<file path="src/rtl/pipe_hazard_ctrl_pkg.sv">
// pipe_ctrl_pkg: shared definitions for the five-stage pipeline controller.
//   - stall vector bit positions and the two stall patterns the controller emits
//   - controller FSM state encoding
//   - 2-bit branch-history counter type and its saturating update
package pipe_ctrl_pkg;

  localparam int STALL_W = 6;
  localparam int ST_PC  = 0;
  localparam int ST_IF  = 1;
  localparam int ST_ID  = 2;
  localparam int ST_EX  = 3;
  localparam int ST_MEM = 4;
  localparam int ST_WB  = 5;

  localparam logic [STALL_W-1:0] STALL_NONE = '0;
  localparam logic [STALL_W-1:0] STALL_MEM  = 6'b011111;  // everything up to MEM frozen
  localparam logic [STALL_W-1:0] STALL_LU   = 6'b000111;  // PC/IF/ID frozen, bubble into EX

  typedef enum logic {
    RUN      = 1'b0,
    MEM_WAIT = 1'b1
  } state_e;

  typedef logic [1:0] ctr2_t;
  localparam ctr2_t SNT = 2'b00;
  localparam ctr2_t WNT = 2'b01;
  localparam ctr2_t WT  = 2'b10;
  localparam ctr2_t STK = 2'b11;

  function automatic ctr2_t ctr2_next(ctr2_t c, logic taken);
    if (taken) return (c == STK) ? c : ctr2_t'(c + 2'b01);
    else       return (c == SNT) ? c : ctr2_t'(c - 2'b01);
  endfunction

endpackage

</file>
<file path="src/rtl/pipe_hazard_ctrl_if.sv">
// pipe_hazard_ctrl_if: hazard-controller bus between the pipeline stages and
// the controller.
//   master: pipeline side (drives stall requests, branch resolution, mem_busy;
//           receives stall/flush/redirect, prediction and status)
//   slave : controller side
interface pipe_hazard_ctrl_if #(
  parameter int CNT_W = 16
);
  logic              id_stall_load;
  logic              id_stall_store;
  logic [31:0]       id_pc;
  logic              predict_o;
  logic              ex_br_valid;
  logic [31:0]       ex_pc;
  logic              ex_taken;
  logic              ex_predicted;
  logic [31:0]       ex_target;
  logic              mem_busy;
  logic [5:0]        stall;
  logic              flush_if_id;
  logic              flush_id_ex;
  logic              redirect;
  logic [31:0]       redirect_pc;
  logic [CNT_W-1:0]  br_cnt;
  logic [CNT_W-1:0]  mis_cnt;
  logic              timeout_err;

  modport master (
    output id_stall_load, id_stall_store, id_pc,
    output ex_br_valid, ex_pc, ex_taken, ex_predicted, ex_target, mem_busy,
    input  predict_o, stall, flush_if_id, flush_id_ex, redirect, redirect_pc,
    input  br_cnt, mis_cnt, timeout_err
  );

  modport slave (
    input  id_stall_load, id_stall_store, id_pc,
    input  ex_br_valid, ex_pc, ex_taken, ex_predicted, ex_target, mem_busy,
    output predict_o, stall, flush_if_id, flush_id_ex, redirect, redirect_pc,
    output br_cnt, mis_cnt, timeout_err
  );
endinterface

</file>
<file path="src/rtl/pipe_hazard_ctrl_bht.sv">
// branch_history_table: array of 2-bit saturating counters.
//   rd_idx/rd_ctr : combinational read port (returns pre-update value on a
//                   same-cycle read/write collision)
//   wr_en/wr_idx/wr_taken : registered update port
//   rst : synchronous, sets every entry to weakly-not-taken
module branch_history_table
  import pipe_ctrl_pkg::*;
#(
  parameter int ENTRIES = 16,
  localparam int IDX_W = $clog2(ENTRIES)
) (
  input  logic             clk,
  input  logic             rst,
  input  logic [IDX_W-1:0] rd_idx,
  output ctr2_t            rd_ctr,
  input  logic             wr_en,
  input  logic [IDX_W-1:0] wr_idx,
  input  logic             wr_taken
);

  ctr2_t tbl [ENTRIES];

  assign rd_ctr = tbl[rd_idx];

  always_ff @(posedge clk) begin
    if (rst) begin
      for (int i = 0; i < ENTRIES; i++) tbl[i] <= WNT;
    end else if (wr_en) begin
      tbl[wr_idx] <= ctr2_next(tbl[wr_idx], wr_taken);
    end
  end

endmodule

</file>
<file path="src/rtl/pipe_hazard_ctrl.sv">
// pipe_hazard_ctrl: central stall/flush/redirect controller for the 5-stage core.
//   clk, rst     : clock, synchronous active-high reset
//   bus (slave)  : ID stall requests and PC, EX branch resolution, mem_busy in;
//                  per-stage stall vector, flushes, redirect, BHT prediction,
//                  branch/mispredict counters and watchdog flag out
// Priority: mem_busy > mispredict > ID load/store stall.
module pipe_hazard_ctrl
  import pipe_ctrl_pkg::*;
#(
  parameter int BHT_ENTRIES = 16,
  parameter int MEM_TIMEOUT = 255,
  parameter int CNT_W       = 16
) (
  input logic               clk,
  input logic               rst,
  pipe_hazard_ctrl_if.slave bus
);

  localparam int IDX    = $clog2(BHT_ENTRIES);
  localparam int WAIT_W = $clog2(MEM_TIMEOUT + 1);
  localparam logic [WAIT_W-1:0] WAIT_MAX = WAIT_W'(MEM_TIMEOUT);

  state_e             state_q, state_d;
  logic               resolved, mispred;
  ctr2_t              rd_ctr;
  logic [STALL_W-1:0] stall_c;
  logic               flush_if_id_c, flush_id_ex_c, redirect_c;
  logic [31:0]        redirect_pc_c;
  logic [CNT_W-1:0]   br_cnt_q, mis_cnt_q;
  logic [WAIT_W-1:0]  wait_q, wait_inc;
  logic               timeout_q;
  logic               unused_bits;

  // A branch held in EX by mem_busy is not resolved until the stall lifts,
  // so it updates the BHT and the counters exactly once.
  assign resolved = bus.ex_br_valid && !bus.mem_busy;
  assign mispred  = resolved && (bus.ex_taken != bus.ex_predicted);

  branch_history_table #(.ENTRIES(BHT_ENTRIES)) u_bht (
    .clk      (clk),
    .rst      (rst),
    .rd_idx   (bus.id_pc[IDX+1:2]),
    .rd_ctr   (rd_ctr),
    .wr_en    (resolved),
    .wr_idx   (bus.ex_pc[IDX+1:2]),
    .wr_taken (bus.ex_taken)
  );

  // FSM state register
  always_ff @(posedge clk) begin
    if (rst) state_q <= RUN;
    else     state_q <= state_d;
  end

  // FSM next state
  always_comb begin
    state_d = state_q;
    case (state_q)
      RUN:      if (bus.mem_busy)  state_d = MEM_WAIT;
      MEM_WAIT: if (!bus.mem_busy) state_d = RUN;
      default:  state_d = RUN;
    endcase
  end

  // FSM outputs: combinational pipeline commands, forced quiet during reset
  always_comb begin
    stall_c       = STALL_NONE;
    flush_if_id_c = 1'b0;
    flush_id_ex_c = 1'b0;
    redirect_c    = 1'b0;
    redirect_pc_c = '0;
    if (!rst) begin
      if (bus.mem_busy) begin
        stall_c = STALL_MEM;
      end else if (mispred) begin
        // The flushed ID instruction makes any ID stall request moot.
        flush_if_id_c = 1'b1;
        flush_id_ex_c = 1'b1;
        redirect_c    = 1'b1;
        redirect_pc_c = bus.ex_taken ? bus.ex_target : bus.ex_pc + 32'd4;
      end else if (bus.id_stall_load || bus.id_stall_store) begin
        stall_c       = STALL_LU;
        flush_id_ex_c = 1'b1;
      end
    end
  end

  // Performance counters, saturating at all-ones
  always_ff @(posedge clk) begin
    if (rst) begin
      br_cnt_q  <= '0;
      mis_cnt_q <= '0;
    end else begin
      if (resolved && (br_cnt_q != '1))  br_cnt_q  <= br_cnt_q + CNT_W'(1);
      if (mispred  && (mis_cnt_q != '1)) mis_cnt_q <= mis_cnt_q + CNT_W'(1);
    end
  end

  // Watchdog: the count includes the cycle that enters MEM_WAIT, so the flag
  // is visible the cycle after the MEM_TIMEOUT-th consecutive busy cycle.
  assign wait_inc = (wait_q == WAIT_MAX) ? wait_q : wait_q + WAIT_W'(1);

  always_ff @(posedge clk) begin
    if (rst) begin
      wait_q    <= '0;
      timeout_q <= 1'b0;
    end else if (state_d == MEM_WAIT) begin
      wait_q <= wait_inc;
      if (wait_inc == WAIT_MAX) timeout_q <= 1'b1;
    end else begin
      wait_q <= '0;
    end
  end

  assign bus.stall       = stall_c;
  assign bus.flush_if_id = flush_if_id_c;
  assign bus.flush_id_ex = flush_id_ex_c;
  assign bus.redirect    = redirect_c;
  assign bus.redirect_pc = redirect_pc_c;
  assign bus.predict_o   = !rst && rd_ctr[1];
  assign bus.br_cnt      = br_cnt_q;
  assign bus.mis_cnt     = mis_cnt_q;
  assign bus.timeout_err = timeout_q;

  // PC bits outside the BHT index and the counter LSB are intentionally unused.
  assign unused_bits = ^{bus.id_pc[31:IDX+2], bus.id_pc[1:0],
                         bus.ex_pc[31:IDX+2], bus.ex_pc[1:0], rd_ctr[0]};

endmodule

</file>
<file path="src/flat_wrapper.sv">
// flat-port wrapper written by rule: the top's interface ports become plain ports
module pipe_hazard_ctrl_flat import pipe_ctrl_pkg::*;
#(
  parameter int BHT_ENTRIES = 16,
  parameter int MEM_TIMEOUT = 255,
  parameter int CNT_W       = 16
)
  (clk, rst, bus_id_stall_load, bus_id_stall_store, bus_id_pc, bus_ex_br_valid, bus_ex_pc, bus_ex_taken, bus_ex_predicted, bus_ex_target, bus_mem_busy, bus_predict_o, bus_stall, bus_flush_if_id, bus_flush_id_ex, bus_redirect, bus_redirect_pc, bus_br_cnt, bus_mis_cnt, bus_timeout_err);
  pipe_hazard_ctrl_if #(.CNT_W(CNT_W)) bus_i ();
  input logic clk;
  input logic rst;
  input wire logic [$bits(bus_i.id_stall_load)-1:0] bus_id_stall_load;
  input wire logic [$bits(bus_i.id_stall_store)-1:0] bus_id_stall_store;
  input wire logic [$bits(bus_i.id_pc)-1:0] bus_id_pc;
  input wire logic [$bits(bus_i.ex_br_valid)-1:0] bus_ex_br_valid;
  input wire logic [$bits(bus_i.ex_pc)-1:0] bus_ex_pc;
  input wire logic [$bits(bus_i.ex_taken)-1:0] bus_ex_taken;
  input wire logic [$bits(bus_i.ex_predicted)-1:0] bus_ex_predicted;
  input wire logic [$bits(bus_i.ex_target)-1:0] bus_ex_target;
  input wire logic [$bits(bus_i.mem_busy)-1:0] bus_mem_busy;
  output wire logic [$bits(bus_i.predict_o)-1:0] bus_predict_o;
  output wire logic [$bits(bus_i.stall)-1:0] bus_stall;
  output wire logic [$bits(bus_i.flush_if_id)-1:0] bus_flush_if_id;
  output wire logic [$bits(bus_i.flush_id_ex)-1:0] bus_flush_id_ex;
  output wire logic [$bits(bus_i.redirect)-1:0] bus_redirect;
  output wire logic [$bits(bus_i.redirect_pc)-1:0] bus_redirect_pc;
  output wire logic [$bits(bus_i.br_cnt)-1:0] bus_br_cnt;
  output wire logic [$bits(bus_i.mis_cnt)-1:0] bus_mis_cnt;
  output wire logic [$bits(bus_i.timeout_err)-1:0] bus_timeout_err;
  assign bus_i.id_stall_load = bus_id_stall_load;
  assign bus_i.id_stall_store = bus_id_stall_store;
  assign bus_i.id_pc = bus_id_pc;
  assign bus_i.ex_br_valid = bus_ex_br_valid;
  assign bus_i.ex_pc = bus_ex_pc;
  assign bus_i.ex_taken = bus_ex_taken;
  assign bus_i.ex_predicted = bus_ex_predicted;
  assign bus_i.ex_target = bus_ex_target;
  assign bus_i.mem_busy = bus_mem_busy;
  assign bus_predict_o = bus_i.predict_o;
  assign bus_stall = bus_i.stall;
  assign bus_flush_if_id = bus_i.flush_if_id;
  assign bus_flush_id_ex = bus_i.flush_id_ex;
  assign bus_redirect = bus_i.redirect;
  assign bus_redirect_pc = bus_i.redirect_pc;
  assign bus_br_cnt = bus_i.br_cnt;
  assign bus_mis_cnt = bus_i.mis_cnt;
  assign bus_timeout_err = bus_i.timeout_err;
  pipe_hazard_ctrl #(.BHT_ENTRIES(BHT_ENTRIES), .MEM_TIMEOUT(MEM_TIMEOUT), .CNT_W(CNT_W)) u_core (.clk(clk), .rst(rst), .bus(bus_i));
endmodule
</file>
<file path="config.mk">
export PLATFORM = sky130hd
export DESIGN_NAME = pipe_hazard_ctrl_flat
export DESIGN_NICKNAME = d
export VERILOG_FILES = /design/src/rtl/pipe_hazard_ctrl_pkg.sv /design/src/rtl/pipe_hazard_ctrl_if.sv /design/src/rtl/pipe_hazard_ctrl_bht.sv /design/src/rtl/pipe_hazard_ctrl.sv /design/src/flat_wrapper.sv
export SDC_FILE = /design/constraint.sdc
export NUM_CORES = 1
export LEC_CHECK = 0
export CAP_MARGIN = 20
export CORE_ASPECT_RATIO = 2
export CORE_MARGIN = 1
export CORE_UTILIZATION = 50
export CTS_BUF_LIST = sky130_fd_sc_hd__clkbuf_16
export DETAILED_ROUTE_END_ITERATION = 12
export DONT_BUFFER_PORTS = 1
export PLACE_DENSITY = 0.61
export RECOVER_POWER = 100
export SLEW_MARGIN = 40
export SYNTH_ARGS = -nofsm -noshare
export SYNTH_HDL_FRONTEND = slang
export SYNTH_SLANG_ARGS = --single-unit
</file>
<file path="constraint.sdc">
create_clock -name clk -period 4.8 [get_ports clk]
set_clock_uncertainty 0.1 [all_clocks]
set_input_delay 0 -clock clk [delete_from_list [all_inputs] [get_ports clk]]
set_output_delay 0 -clock clk [all_outputs]
set_load 0.005 [all_outputs]
</file>
* After elaboration in Yosys (flattened, before gate mapping)
Memory sizes are Yosys's and may differ from the RTL's.
Cells that the tools add are included.
** Operators by class
- Reductions and logical operators :: 12
- Equality and inequality tests :: 6
- Muxes and demuxes :: 30
- Multipliers :: 0
- Shift-type cells :: 0
- Bitwise logic cells :: 1
- Add/subtract/negate cells :: 6
- Magnitude comparators :: 0
- Div/mod/pow operators :: 0
** Operators with widths (number)
- 32-bit 2-to-1 mux :: 4
- 16-bit by 1-bit adder with 16-bit output (second input constant) :: 2
- 32-bit by 3-bit adder with 32-bit output (second input constant) :: 1
- 16-bit inequality test (second input constant) :: 2
- 6-bit 2-to-1 mux :: 3
- 8-bit equality test (second input constant) :: 2
- 1-bit 2-to-1 mux :: 14
- 2-bit 2-to-1 mux :: 6
- 8-bit by 1-bit adder with 8-bit output (second input constant) :: 1
- 8-bit 2-to-1 mux :: 1
- 1-bit logical AND :: 5
- 4-bit 2-to-1 mux :: 1
- 2-bit OR reduction :: 2
- 3-bit 2-to-1 mux :: 1
- 2-bit by 1-bit adder with 2-bit output (second input constant) :: 1
- 2-bit equality test (second input constant) :: 1
- 1-bit logical NOT :: 2
- 2-bit logical NOT :: 1
- 2-bit AND reduction :: 1
- 2-bit by 1-bit subtractor with 2-bit output (second input constant) :: 1
- 1-bit logical OR :: 1
- 1-bit inequality test :: 1
- 1-bit NOT :: 1
** Word-level totals
- Bits in writable memories :: 32
- ROM bits :: 0
- Latch bits :: 0
- Bits in registers :: 41
- Word-level logic and storage cells :: 60
- Memories :: 1
** Memory list
- u_core.u_bht.tbl :: words 16, width 2, rd ports 2, clocked after memory_dff 0, write ports 16, RTL line pipe_hazard_ctrl_bht.sv:21 : ctr2_t tbl [ENTRIES];

* Depth between registers and ports, before layout
- Depth in word-level cells :: 7
- Mapped depth :: 8

* Modules after synthesis
From an unflattened synthesis, not the netlist that was laid out.
** Unflattened totals
- Cells, all modules :: 574
- Area, all modules :: 5068.6 µm²
** By module, submodules not included
- pipe_hazard_ctrl :: instances 1, area each 3093.0 µm², cells an instance 421
- branch_history_table :: instances 1, area each 1975.6 µm², cells an instance 153

* Worst setup path after synthesis
Ideal clock, no wire load.
- Kind :: register to register
- Start :: mem u_core.u_bht.tbl[9][1] (netlist bit)
- End :: mem u_core.u_bht.tbl[0][0] (netlist bit) (data pin)
- Slack :: 2792 ps
- Data required time :: 4429 ps
- Path buffers :: 1
- Clock period less this slack :: 2008 ps
- Setup time :: 271 ps
- Arrival time :: 1637 ps
- Stages on the path, launching flop included :: 7
- Path through :: edfxtp_1 -> mux4_1 -> a22o_1 -> nor2_4 -> maj3_4 -> buf_6 -> nand3_1
** RTL lines (RTL line)
- from (decl) :: pipe_hazard_ctrl_bht.sv:21

==> run_results.csv <==
group,metric,value,unit
status,status,"complete, but fails checks",
status,failed_checks,"capacitance limit, slew limit",
synthesis,ys_warn_count,0,
clocking,clockBufferDepth,2,
clocking,clk_latency,0.33,ns
floorplan,io_pins,179,
global_routing,grt_most_used_layer,"met2",
route,drc,0,
global_routing,gr-usage-met1,0.241,
cells_and_area,num_antenna_cells,0,
route,ant_nets,0,
synthesis,synth_top_cells_by_area,"edfxtp_1 19%, dfxtp_1 16%, xor2_1 6.0%",
global_routing,use_met3,0.0499,
worst_setup_path,rrSetupSlack,2.35,ns
synthesis,synth_top_area_frac,0.189,
route,drt_iter0_drc,210,
worst_setup_path,r2r_start,"u_core.bus.br_cnt[0]",
floorplan,dieArea,0.0106,mm2
clocking,cts.sinks,73,
flow_run,max-cap-violations,1,
placement,dp_hpwl,9410,um
placement,placed_cells,667,
global_routing,grt_pass1_vias,4088,
global_routing,grt_max_degree,56,
clocking,root_buffer,"clkbuf_16",
sta,layout_min_cycle_time,3.30,ns
worst_hold_path,worstHoldPathCells,2,
clocking,cts-buffers-inserted,9,
synthesis,ys_ff_latch,73,
pwr,vdd_ir_drop_max,0.000261,V
synthesis,syn_nets,687,
synthesis,ys_seq_area_frac,0.350,
synthesis,syn_inst,576,
worst_setup_path,critPathRequiredTime,4.78,ns
worst_setup_path,start_kind,"input pin",
worst_setup_path,r2r_end,"u_core.bus.br_cnt[14]",
route,viasPerCell,6.10,
floorplan,placementRows,51,
route,wirelength,12900,um
sta,rsz0062_at_grt,"no",
floorplan,start_util,0.518,
floorplan,floorplan.die.height,145,um
global_routing,grt_util_met2,0.467,
synthesis,yosys.area.top_type,"edfxtp_1",
route,drt-pass1-iter-count,4,
clocking,path_clk_slew,0.06,ns
global_routing,gr-total-overflow,0,
worst_setup_path,crit_path_start,"rst",
sta,setup_violations,0,
worst_hold_path,hold_start,"bus_ex_taken",
synthesis,syn_area,0.00509,mm2
cells_and_area,fin_util,0.553,
clocking,h-tree-depth,3,
sta,max_freq,303,MHz
worst_setup_path,arrival,3.28,ns
clocking,cts_setup_buffers,0,
synthesis,syn-mean-instance-area,8.84,um2
cells_and_area,layout_commonest_cell,"nor2_1",
clocking,tritoncts,"built",
worst_setup_path,crit_type,"in2reg",
global_routing,antenna_found_initial,0,
sta,worst-slew-pin-transition,2.30,ns
cells_and_area,nNetsFinal,667,
sta,final.setup.tns,0,ns
floorplan,fp.dieW,73.4,um
sta,relSlewSlack,-0.533,
cells_and_area,drive_above_1_share,0.0927,
worst_setup_path,crit_path_max_fanout,55,
pwr,powerDensity,283,mW/mm2
pwr,leakage,1.79,nW
cells_and_area,area_growth,6.76,%
cells_and_area,fillers,923,
cells_and_area,layout.cells.non_filler,693,
sta,finalMaxSlewViolations,56,
global_routing,grtUsageTotal,0.245,
synthesis,synth.distinct_cells,53,
cells_and_area,layout_common_cells,"71 x nor2_1, 55 x nand2_1, 41 x dfxtp_1",
route,wl_per_cell,18.6,um
sta,finalCritPeriodShare,0.688,
global_routing,grt_first_pass_wirelength,19600,um
worst_hold_path,hp-class,"in2out",
route,vias,4224,
floorplan,coreArea,0.00983,mm2
worst_setup_path,r2r_cells,7,
placement,numPortBuffers,0,
clocking,cts_resized,0,
worst_setup_path,end_kind,"flop",
sta,setup_ws,1.50,ns
placement,place.gp.congestion,0.830,
sta,hold_viol,0,
sta,holdWs,0.00600,ns
worst_hold_path,min_to,"bus_redirect_pc[7]",
placement,place_ws,2.55,ns
[metal layers]
| metal | share of wire | wire length [um] | up-vias |
|---|---|---|---|
| li1 | - | - | 2016 |
| met1 | 0.35 | 4550 | 2016 |
| met5 | 0 | 0 | - |
| met2 | 0.55 | 7090 | 159 |
| met3 | 0.065 | 836 | 33 |
| met4 | 0.033 | 425 | 0 |
[what timing repair did]
item,in CTS,in global routing
endpoints found under the setup margin,0,0
endpoints found under the hold margin,99,0
hold buffers,10,0
[layout make-up]
cell class / count / area [um2] / share of cell area
clock buffers: 9 / 225 / 0.0414
clock inverters: 7 / 103 / 0.0189
inverters: 12 / 45.0 / 0.00829
multi-input cells: 449 / 3020 / 0.555
flip-flops and latches: 73 / 1780 / 0.328
well taps: 132 / 165 / 0.0304
repair buffers: 11 / 101 / 0.0186
[worst max-delay path by stage]
stage / slack [ns] / depth (start not counted) / end
detailed placement: 2.55 / 6 / u_core.bus.mis_cnt[14]
global placement: 2.54 / 6 / u_core.bus.mis_cnt[14]
global route: 1.08 / 6 / u_core.u_bht.tbl[10][0]
finish: 1.50 / 6 / u_core.u_bht.tbl[8][0]
CTS: 2.38 / 6 / u_core.bus.br_cnt[14]
floorplan: 2.79 / 6 / u_core.u_bht.tbl[0][0]
[cells by family (layout without fill, tap and decap cells)]
logic type                 after synthesis  in the layout  synth area share
DFF                                     73             73             0.350
adders and majority gates                9              9            0.0226
muxes                                   26             26            0.0853
other                                    1              1          0.000736
and+or+nand+nor                        286            286             0.296
xor gates and xnor gates                53             53            0.0912
AOI/OAI and AO/OA                       74             74            0.0953
buffers and inverters                   54             39            0.0592
[per-stage QoR]
stage | instance area, um2 | power [W]
floorplan | 5090 | 0.000804
global placement | 5010 | 0.000800
detailed placement | 5010 | 0.000803
CTS | 5450 | 0.00155
global route | 5440 | 0.00159
finish | 5440 | 0.00154
[worst max-delay path, cell delays in order]
cell           delay, ns
dlygate4sd3_1       0.55
clkbuf_1            1.65
nor2_1              0.36
and2_1              0.43
nand2_1             0.18
nand2b_1            0.10
[sequential cells by signal (all words and copies together) (netlist names)]
| signal | flops |
|---|---|
| u_core.bus.mis_cnt | 16 |
| u_core.bus.br_cnt | 16 |
| u_core.wait_q | 8 |
| u_core.bus.timeout_err | 1 |
| u_core.u_bht.tbl | 32 |
[Yosys cell counts (all sizes together)]
master / number
nor2: 83
nand2: 55
dfxtp: 41
nand3: 38
xor2: 35
edfxtp: 32
nand4: 24
buf: 21
clkbuf: 21
a21oi: 20
a211oi: 18
nand2b: 18
xnor2: 18
and3: 16
o21ai: 15
mux2i: 13
mux4: 13
inv: 12
nor3: 10
and2: 9
and4: 9
ha: 7
o211ai: 7
a31oi: 5
nor4: 5
or3: 5
nor2b: 4
o31ai: 3
a22o: 2
maj3: 2
nand4b: 2
nor3b: 2
or2: 2
a2111oi: 1
a2bb2oi: 1
a41oi: 1
conb: 1
nand3b: 1
nor4b: 1
nor4bb: 1
o22ai: 1
or3b: 1
[power breakdown]
group	internal, W	switching [W]	total [W]	leakage (nW)
combinational	0.0000562	0.0000835	0.000140	1.02
sequential	0.000656	0.00000750	0.000663	0.608
clock	0.000461	0.000273	0.000734	0.158
total	0.00117	0.000364	0.00154	1.79
Note: power is estimated with default switching activity, not from simulation.
